$ cat src/rtl/timer_entry_ctrl.sv
// timer_entry_ctrl: keypad-side controller for the microwave timer.
// It collects BCD digits into an entry register and parallel-loads them into
// the cascaded mod-10 down-counter chain (load_data/loadn). It then runs the
// chain with cnt_en and watches the chain's all-zero flag for end of cook time.
//
// Ports:
//   clk        in   rising-edge clock
//   clr        in   synchronous active-high reset
//   key_valid  in   strobe: key_digit holds a new keypress (10..15 ignored)
//   key_digit  in   keypad digit
//   key_start  in   strobe: start / resume
//   key_stop   in   strobe: pause / cancel / clear
//   cnt_zero   in   every counter digit in the chain is 0
//   load_data  out  registered entry, most-significant digit in the MSBs
//   loadn      out  registered active-low load strobe to the chain
//   cnt_en     out  count enable to the least-significant counter
//   done       out  cook time expired
//   beep       out  beeper drive
//
// Optional feature: define DONE_BEEP_EN to beep for BEEP_CYCLES cycles on
// expiry and then return to IDLE on its own. Without it, beep is tied to 0
// and DONE holds until a key strobe.
module timer_entry_ctrl #(
  parameter int unsigned NDIGITS     = 4,
  parameter int unsigned BEEP_CYCLES = 8
) (
  input  logic                   clk,
  input  logic                   clr,
  input  logic                   key_valid,
  input  logic [3:0]             key_digit,
  input  logic                   key_start,
  input  logic                   key_stop,
  input  logic                   cnt_zero,
  output logic [4*NDIGITS-1:0]   load_data,
  output logic                   loadn,
  output logic                   cnt_en,
  output logic                   done,
  output logic                   beep
);

  localparam int unsigned W = 4 * NDIGITS;

  if (NDIGITS < 1 || BEEP_CYCLES < 1) begin : g_param_check
    $error("timer_entry_ctrl: NDIGITS and BEEP_CYCLES must be at least 1");
  end

  typedef enum logic [2:0] {
    S_IDLE,
    S_LOAD,
    S_RUN,
    S_PAUSE,
    S_DONE
  } state_e;

  state_e         state_q, state_d;
  logic [W-1:0]   entry_q, entry_d;
  logic           loadn_q;
  logic           any_key;

`ifdef DONE_BEEP_EN
  localparam int unsigned BW = $clog2(BEEP_CYCLES + 1);
  logic [BW-1:0]  beep_cnt_q, beep_cnt_d;
`endif

  assign any_key = key_valid | key_start | key_stop;

  always_comb begin
    state_d = state_q;
    entry_d = entry_q;
    unique case (state_q)
      S_IDLE: begin
        if (key_stop) begin
          entry_d = '0;
        end else if (key_start) begin
          if (entry_q != '0) state_d = S_LOAD;
        end else if (key_valid && key_digit <= 4'd9) begin
          entry_d = (entry_q << 4) | W'(key_digit);
        end
      end
      S_LOAD:  state_d = S_RUN;
      S_RUN: begin
        if (cnt_zero)      state_d = S_DONE;
        else if (key_stop) state_d = S_PAUSE;
      end
      S_PAUSE: begin
        if (key_stop) begin
          state_d = S_IDLE;
          entry_d = '0;
        end else if (key_start) begin
          state_d = S_RUN;
        end
      end
      S_DONE: begin
        if (any_key) begin
          state_d = S_IDLE;
          entry_d = '0;
        end
`ifdef DONE_BEEP_EN
        // The last beep cycle is the one with the counter at 1; leave DONE
        // on that edge so beep covers exactly BEEP_CYCLES cycles.
        else if (beep_cnt_q <= BW'(1)) begin
          state_d = S_IDLE;
          entry_d = '0;
        end
`endif
      end
      default: begin
        state_d = S_IDLE;
        entry_d = '0;
      end
    endcase
  end

`ifdef DONE_BEEP_EN
  always_comb begin
    beep_cnt_d = '0;
    if (state_d == S_DONE) begin
      if (state_q != S_DONE) beep_cnt_d = BW'(BEEP_CYCLES);
      else                   beep_cnt_d = beep_cnt_q - BW'(1);
    end
  end
`endif

  always_ff @(posedge clk) begin
    if (clr) begin
      state_q <= S_IDLE;
      entry_q <= '0;
      loadn_q <= 1'b1;
`ifdef DONE_BEEP_EN
      beep_cnt_q <= '0;
`endif
    end else begin
      state_q <= state_d;
      entry_q <= entry_d;
      loadn_q <= (state_d != S_LOAD);
`ifdef DONE_BEEP_EN
      beep_cnt_q <= beep_cnt_d;
`endif
    end
  end

  assign load_data = entry_q;
  assign loadn     = loadn_q;
  // Combinational so the chain stops in the same cycle it reaches zero.
  assign cnt_en    = (state_q == S_RUN) && !cnt_zero;
  assign done      = (state_q == S_DONE);
`ifdef DONE_BEEP_EN
  assign beep      = (beep_cnt_q != '0);
`else
  assign beep      = 1'b0;
`endif

endmodule

$ cat config.mk
export PLATFORM = sky130hd
export DESIGN_NAME = timer_entry_ctrl
export DESIGN_NICKNAME = d
export VERILOG_FILES = /design/src/rtl/timer_entry_ctrl.sv
export SDC_FILE = /design/constraint.sdc
export NUM_CORES = 1
export LEC_CHECK = 0
export ABC_CLOCK_PERIOD_IN_PS = 5540
export CORE_MARGIN = 2
export CORE_UTILIZATION = 43
export DETAILED_ROUTE_END_ITERATION = 8
export PLACE_DENSITY = 0.74
export RECOVER_POWER = 100
export REMOVE_ABC_BUFFERS = 1
export SETUP_SLACK_MARGIN = 0.05
export SKIP_CTS_REPAIR_TIMING = 1
export SLEW_MARGIN = 20
export SYNTH_ARGS = -nofsm -noshare
export SYNTH_HDL_FRONTEND = slang
export SYNTH_SLANG_ARGS = --single-unit
$ cat constraint.sdc
create_clock -name clk -period 5.54 [get_ports clk]
set_clock_uncertainty 0.05 [all_clocks]
set_input_delay 0.554 -clock clk [delete_from_list [all_inputs] [get_ports clk]]
set_output_delay 0.554 -clock clk [all_outputs]
set_load 0.005 [all_outputs]
## Yosys cells after proc, flatten, opt, wreduce, memory -nomap -nowiden

Cells that the tools add are included.

| word-level totals | value |
|---|---|
| input port bits | 10 |
| output and inout port bits | 20 |
| flip-flop bits (word level) | 20 |
| logic and storage cells | 39 |

| cells by class | value |
|---|---|
| reductions and logical operators | 7 |
| equality and inequality tests | 9 |
| multiplexer cells | 15 |
| order comparisons | 1 |
| bitwise gates (word level) | 4 |

Operator list:

| operator | count |
|---|---|
| 2-to-1 mux 16 bit | 5 |
| case mux 16 bit (4 select lines) | 1 |
| 2-to-1 mux 3 bit | 8 |
| OR 16 x 4 -> 16 bit | 1 |
| nonzero test 16 bit | 1 |
| case mux 3 bit (5 select lines) | 1 |
| == test 3 x 2 -> 1 bit (second input constant) | 2 |
| inequality test 3 bit (second input constant) | 2 |
| AND reduction 5 bit | 1 |
| <= comparator 4 bit (second input constant) | 1 |
| == test 3 x 1 -> 1 bit (second input constant) | 1 |
| == test 3 bit (second input constant) | 1 |
| logical NOT 3 bit | 1 |
| inequality test 3 x 1 -> 1 bit (second input constant) | 1 |
| logical AND 1 bit | 2 |
| inequality test 2 x 1 -> 1 bit (second input constant) | 1 |
| inequality test 2 bit (second input constant) | 1 |
| OR 1 bit | 2 |
| OR reduction 2 bit | 1 |
| logical NOT 1 bit | 1 |
| NOT 1 bit | 1 |

## Logic depth before layout (Yosys ltp)

Gate-level depths: netlist of the first run.

| logic depth | value |
|---|---|
| word-level depth | 6 |
| gate-level depth with buffers | 6 |

## Worst setup path before layout of the first run

No wires, ideal clock.

| timing | value |
|---|---|
| kind | input to register |
| start point | input port key_stop |
| end point | register entry_q[10] (netlist: load_data[10]) |
| setup time | 0.072 ns |
| stages | 4 |
| path buffers | 1 |
| arrival | 1.906 ns |
| slack | 3.512 ns |
| cell sequence | or4b_4 o311ai_4 buf_12 mux2i_1 |

| between the ends | value |
|---|---|
| word-level cells in the longest chain between the ends | 3 |
| elaborated cells between the ends (all ways) | 8 |

Ends and longest elaborated chain:

| what | line | RTL |
|---|---|---|
| start, declared | 32 | `input logic key_stop,` |
| OR 1 bit | 65 | `assign any_key = key_valid \| key_start \| key_stop;` |
| inequality test 2 x 1 -> 1 bit (no line) | -- |  |
| AND reduction 5 bit (no line) | -- |  |
| end signal, assigned | 134 | `entry_q <= entry_d;` |
| end, declared | 56 | `logic [W-1:0] entry_q, entry_d;` |

Parallel ways exist; a longest one is shown, timed or not.
A chain may end at the register's enable or synchronous reset.

## Final worst setup path of the first run

| timing | value |
|---|---|
| start point | input port key_stop |
| end point | register entry_q[12] (netlist: load_data[12]) |

Same word-level chain as after synthesis.

==> flow_metrics.tcl, run 1 <==
set metrics [dict create \
    cts_buffers 3 \
    critical_path_class "primary input to register" \
    drc_errors 0 \
    fp.dieW_um 51.92 \
    drt_iter0_drc 10 \
    maxCapViolations 0 \
    cts_htree_levels 1 \
    grt_pass1_vias 790 \
    worstSetupEndpointType "register" \
    first_pass_iters 4 \
    max_freq_mhz 364.7 \
    final_common_cell "dlygate4sd3_1" \
    grt_start_max_net_pins 20 \
    core-area_um2 2191 \
    finalNetCount 143 \
    cts_tree "built" \
    ff2ff_path_depth 3 \
    ant_nets 0 \
    cts_root_buf "clkbuf_4" \
    pre_cts_ws_ns 2.609 \
    ys_seq_area_frac 0.4056 \
    die_y_um 51.92 \
    fp-row-count 17 \
    pin_count 30 \
    diodes 0 \
    outcome "completed" \
    final_cells 159 \
    syn-mean-instance-area_um2 9.226 \
    cts_sinks 20 \
    final_cell_mix "dlygate4sd3_1 (21), dfxtp_1 (20), nand2_1 (19)" \
    wirelength_mm 2.048 \
    worstHoldEndpoint "load_data[8]$_SDFFE_PP0P_" \
    critical_path_arrival_ns 2.92 \
    antenna_found_initial 0 \
    critPathLaunch "key_stop" \
    peakVddDrop_mv 0.1041 \
    ys_types 23 \
    p_leak_nw 0.5072 \
    gp_congestion 0.7337 \
    grt.overflow.total 0 \
    ys_warn_count 0 \
    dieArea_um2 2695 \
    cp_max_fo 16 \
    wl_per_cell_um 12.88 \
    worst_pin_slew_ns 1.028 \
    min-delay-start "load_data[4]$_SDFFE_PP0P_" \
    highest_layer "met4" \
    slew_headroom 0.3129 \
    hold_class "register to register" \
    timing.rr.start "state_q[2]$_SDFF_PP0_" \
    wl_met3_um 58 \
    insertion_delay_ns 0.29 \
    fin_crit_ns 2.742 \
    worstSetupStartpointType "primary input" \
    rsz0062_at_grt "false" \
    syn_area_um2 987.2 \
    crit_path_max_incr_delay_ns 0.86 \
    syn_to_final_growth_pct 27.88 \
    dr_total_vias 813 \
    setup_viol 0 \
    worst_slack_ns 2.798 \
    tns_ns 0 \
    drive_above_1_share 0.03817 \
    final_util 0.5762 \
    finalCritPeriodShare 0.4949 \
    wl_met2_mm 1.004 \
    r2r-end "load_data[12]$_SDFFE_PP0P_" \
    reg2reg_slack_ns 3.26 \
    cp_cell_sequence "dlygate4sd3_1 > or4b_1 > o311ai_4 > mux2i_1" \
    start_util 0.4506 \
    met1_length_um 957 \
    grt_pass1_wl_mm 3.470 \
    port_buffers 28 \
    fin_hold_ws_ns 0.4482 \
    cts_buffer_depth 2 \
    syn_inst 107 \
    cpMaxStageDelayCell "o311ai_4" \
    clk_pin_slew_ns 0.11 \
    ys_seq_elements 20 \
    track_usage 0.1725 \
    worstPathRequired_ns 5.71 \
    vias_per_cell 5.113 \
    hold_viol 0 \
    hold_path_depth 2 \
    slew_violations 0 \
    cellPowerDensity_nw_per_um2 206.7 \
    hpwl_mm 1.432 \
    dpl.cell_count 156 \
]
## cells in the mapped netlist
cell | n | area share
conb_1 | 1 | 0.0038
o311ai_4 | 1 | 0.027
nand2_1 | 19 | 0.072
or4b_4 | 1 | 0.014
mux2i_1 | 16 | 0.16
buf_12 | 1 | 0.020
clkbuf_1 | 3 | 0.011
nor3_1 | 1 | 0.0051
a21oi_1 | 1 | 0.0051
nor4b_2 | 1 | 0.015
nor4_1 | 4 | 0.025
o21ai_0 | 3 | 0.015
a311o_2 | 1 | 0.011
nand3b_1 | 1 | 0.0076
nand2b_1 | 16 | 0.10
nor3b_1 | 3 | 0.023
nor2_1 | 6 | 0.023
nand3_1 | 1 | 0.0051
buf_2 | 2 | 0.010
dfxtp_1 | 20 | 0.41
nand4_1 | 1 | 0.0063
a22oi_1 | 2 | 0.015
buf_4 | 2 | 0.015
## layer usage
layer	track usage	vias up
li1	-	417
met1	0.2184	376
met2	0.2722	18
met3	0.02011	2
met4	0.1184	0
met5	0	-
## flip-flops by register name, indices dropped and copies added, names as in the netlist
name       count
load_data     16
loadn          1
state_q        3
## worst max path at each step
stage / slack (ns) / to
after global placement: 2.65 / load_data[12]$_SDFFE_PP0P_
final: 2.80 / load_data[12]$_SDFFE_PP0P_
after detailed placement: 2.61 / load_data[12]$_SDFFE_PP0P_
after CTS: 2.92 / load_data[12]$_SDFFE_PP0P_
after floorplan: 3.37 / load_data[0]$_SDFFE_PP0P_
after global routing: 2.65 / load_data[11]$_SDFFE_PP0P_
## report_power, final
part           switching (W)  internal (W)
Combinational      0.0000189     0.0000226
Clock              0.0000426     0.0000253
Sequential        0.00000455      0.000147
## cell type report
type                       count  area (um2)
clock buffer                   3       22.52
fill                         215       928.4
multi-input combinational     79       520.5
sequential                    20       400.4
tap                           28       35.03
timing repair buffer          29       284.0
## worst max-delay path, delay by kind of cell
family | cells | cell delay [ns]
compound gates | 1 | 0.86
buf+inv | 1 | 0.61
simple gates | 1 | 0.61
mux | 1 | 0.27
## stage by stage
step,cell area (um2),total power (W)
floorplan,930.9,0.0001785
global placement,1254,0.0001982
detailed placement,1254,0.0001988
CTS,1276,0.0002642
global route,1262,0.0002705
finish,1262,0.0002610
## cells by family (layout without fill, tap and decap cells)
kind of cell | after synthesis | count (layout) | synth area share
DFF | 20 | 20 | 0.4056
buffers and inverters | 8 | 32 | 0.05703
other | 1 | 1 | 0.003799
muxes | 16 | 16 | 0.1622
AOI/OAI and AO/OA | 8 | 8 | 0.07350
and+or+nand+nor | 54 | 54 | 0.2978
Power figures use the tool's default switching activity.
==> run 2: changes to the inputs <==
--- a/config.mk
+++ b/config.mk
@@ -5,9 +5,9 @@
 export SDC_FILE = /design/constraint.sdc
 export NUM_CORES = 1
 export LEC_CHECK = 0
-export ABC_CLOCK_PERIOD_IN_PS = 5540
+export ABC_CLOCK_PERIOD_IN_PS = 2320
 export CORE_MARGIN = 2
-export CORE_UTILIZATION = 43
+export CORE_UTILIZATION = 41
 export DETAILED_ROUTE_END_ITERATION = 8
 export PLACE_DENSITY = 0.74
 export RECOVER_POWER = 100
==> constraint.sdc (replaced) <==
create_clock -name clk -period 2.32 [get_ports clk]
set_clock_uncertainty 0.05 [all_clocks]
set_input_delay 0.232 -clock clk [delete_from_list [all_inputs] [get_ports clk]]
set_output_delay 0.232 -clock clk [all_outputs]
set_load 0.005 [all_outputs]
==> run 2 against run 1 <==
Count of clock-buffer cells in the layout rose by 1. Final cell count rose by 2.5%. Register-to-register slack got worse by 2.8 ns. Critical endpoint is now cnt_en. Sequential power rose by 140%. Hold slack got worse by 0.0049 ns.
==> flow_metrics.tcl, run 2 (synthesized netlist as in run 1, its figures left out) <==
set metrics [dict create \
    worstPathRequired_ns 2.04 \
    die_y_um 53.07 \
    critical_path_class "register to output port" \
    grt_util_met1 0.2313 \
    hold_viol 0 \
    hpwl_mm 1.560 \
    cellPowerDensity_nw_per_um2 512.2 \
    diodes 0 \
    critPathLaunch "state_q[0]$_SDFF_PP0_" \
    cp_cell_sequence "nor2_1 > nand2_1 > nor2_1 > dlygate4sd3_1" \
    antenna_found_initial 0 \
    tns_ns 0 \
    min-delay-start "key_digit[0]" \
    worstSetupStartpointType "register" \
    cts_tree "built" \
    grt_start_max_net_pins 19 \
    peakVddDrop_mv 0.3646 \
    drive_above_1_share 0.07407 \
    critical_path_arrival_ns 1.75 \
    cpLargestDelayFamily "buffers and inverters" \
    crit_buf_inv 1 \
    final_util 0.5832 \
    core-area_um2 2255 \
    setup_viol 0 \
    maxCapViolations 0 \
    cts_buffers 3 \
    fin_hold_ws_ns 0.4433 \
    worst_slack_ns 0.2909 \
    syn_to_final_growth_pct 33.21 \
    fin_crit_ns 2.029 \
    cts_htree_levels 1 \
    vias_per_cell 5.110 \
    wl_per_cell_um 12.90 \
    track_usage 0.1769 \
    start_util 0.4378 \
    finalNetCount 146 \
    rsz0062_at_grt "false" \
    clk_pin_slew_ns 0.11 \
    dr_total_vias 833 \
    gp_congestion 0.7685 \
    first_pass_iters 4 \
    grt_util_met2 0.2917 \
    slew_violations 0 \
    pre_cts_ws_ns 0.2668 \
    drc_errors 0 \
    wirelength_mm 2.102 \
    grt_pass1_wl_mm 3.712 \
    cts_root_buf "clkbuf_4" \
    crit_path_max_incr_delay_ns 0.57 \
    grt.busiest_layer "met2" \
    cpMaxStageDelayCell "dlygate4sd3_1" \
    cts_buffer_depth 2 \
    cp_max_fo 9 \
    outcome "completed" \
    insertion_delay_ns 0.30 \
    cpMostUsedCell "nor2_1" \
    timing.rr.start "state_q[2]$_SDFF_PP0_" \
    largest_reg_flops 16 \
    port_buffers 28 \
    final_cells 163 \
    grt.overflow.total 0 \
    fp-row-count 17 \
    max_freq_mhz 492.8 \
    ant_nets 0 \
    dpl.cell_count 159 \
    dieArea_um2 2816 \
    grt_pass1_vias 831 \
    drt_iter0_drc 12 \
    hold_class "primary input to register" \
    pin_count 30 \
    grtUsageMet3 0.01130 \
    fp.dieW_um 53.07 \
    finalCritPeriodShare 0.8746 \
    cts_sinks 20 \
    worstSetupEndpointType "output port" \
    final_common_cell "dfxtp_1" \
    final_cell_mix "dfxtp_1 (20), nand2_1 (19), dlygate4sd3_1 (19)" \
    p_leak_nw 0.5368 \
]
-- run 2: changes by cell type in the layout (fill, tap and decap cells not counted), sizes merged --
cell           delta
clkdlybuf4s50     +2
buf               +4
dlygate4sd3       -2
-- run 2: layout make-up --
cell class | instances | area (um2)
sequential | 20 | 400.4
clock buffer | 4 | 36.28
fill | 228 | 939.7
tap | 28 | 35.03
multi-input combinational | 79 | 520.5
timing repair buffer | 32 | 322.8
-- run 2: worst paths after layout --
kind | end | slack [ns] | cells after the start
hold / removal | load_data[0]$_SDFFE_PP0P_ | 0.44 | 3
setup reg to reg | load_data[15]$_SDFFE_PP0P_ | 0.49 | 4
hold reg to reg | load_data[13]$_SDFFE_PP0P_ | 0.45 | 2
setup / recovery | cnt_en | 0.29 | 4
-- run 2: per-stage QoR --
stage	instance area, um2	power [W]
global route	1315	0.0007012
global placement	1289	0.0004826
CTS	1325	0.0006851
finish	1315	0.0006735
detailed placement	1289	0.0004849
floorplan	930.9	0.0004263
-- run 2: per-layer routing --
layer,vias up,part of all wire
met2,17,0.46
met4,0,0.013
met1,393,0.49
met3,2,0.031
met5,-,0
li1,421,-
-- run 2: worst min-delay path, delay by kind of cell --
family	cells	cell delay (ns)
buffers and inverters	1	0.41
and+or+nand+nor	1	0.06
muxes	1	0.06
-- run 2: report_power, final --
part / total [W] / switching [W] / internal (W) / leakage, nW
clock network: 0.000201 / 0.000106 / 0.0000956 / 0.0210
logic: 0.000110 / 0.0000474 / 0.0000629 / 0.354
registers: 0.000362 / 0.0000107 / 0.000351 / 0.162
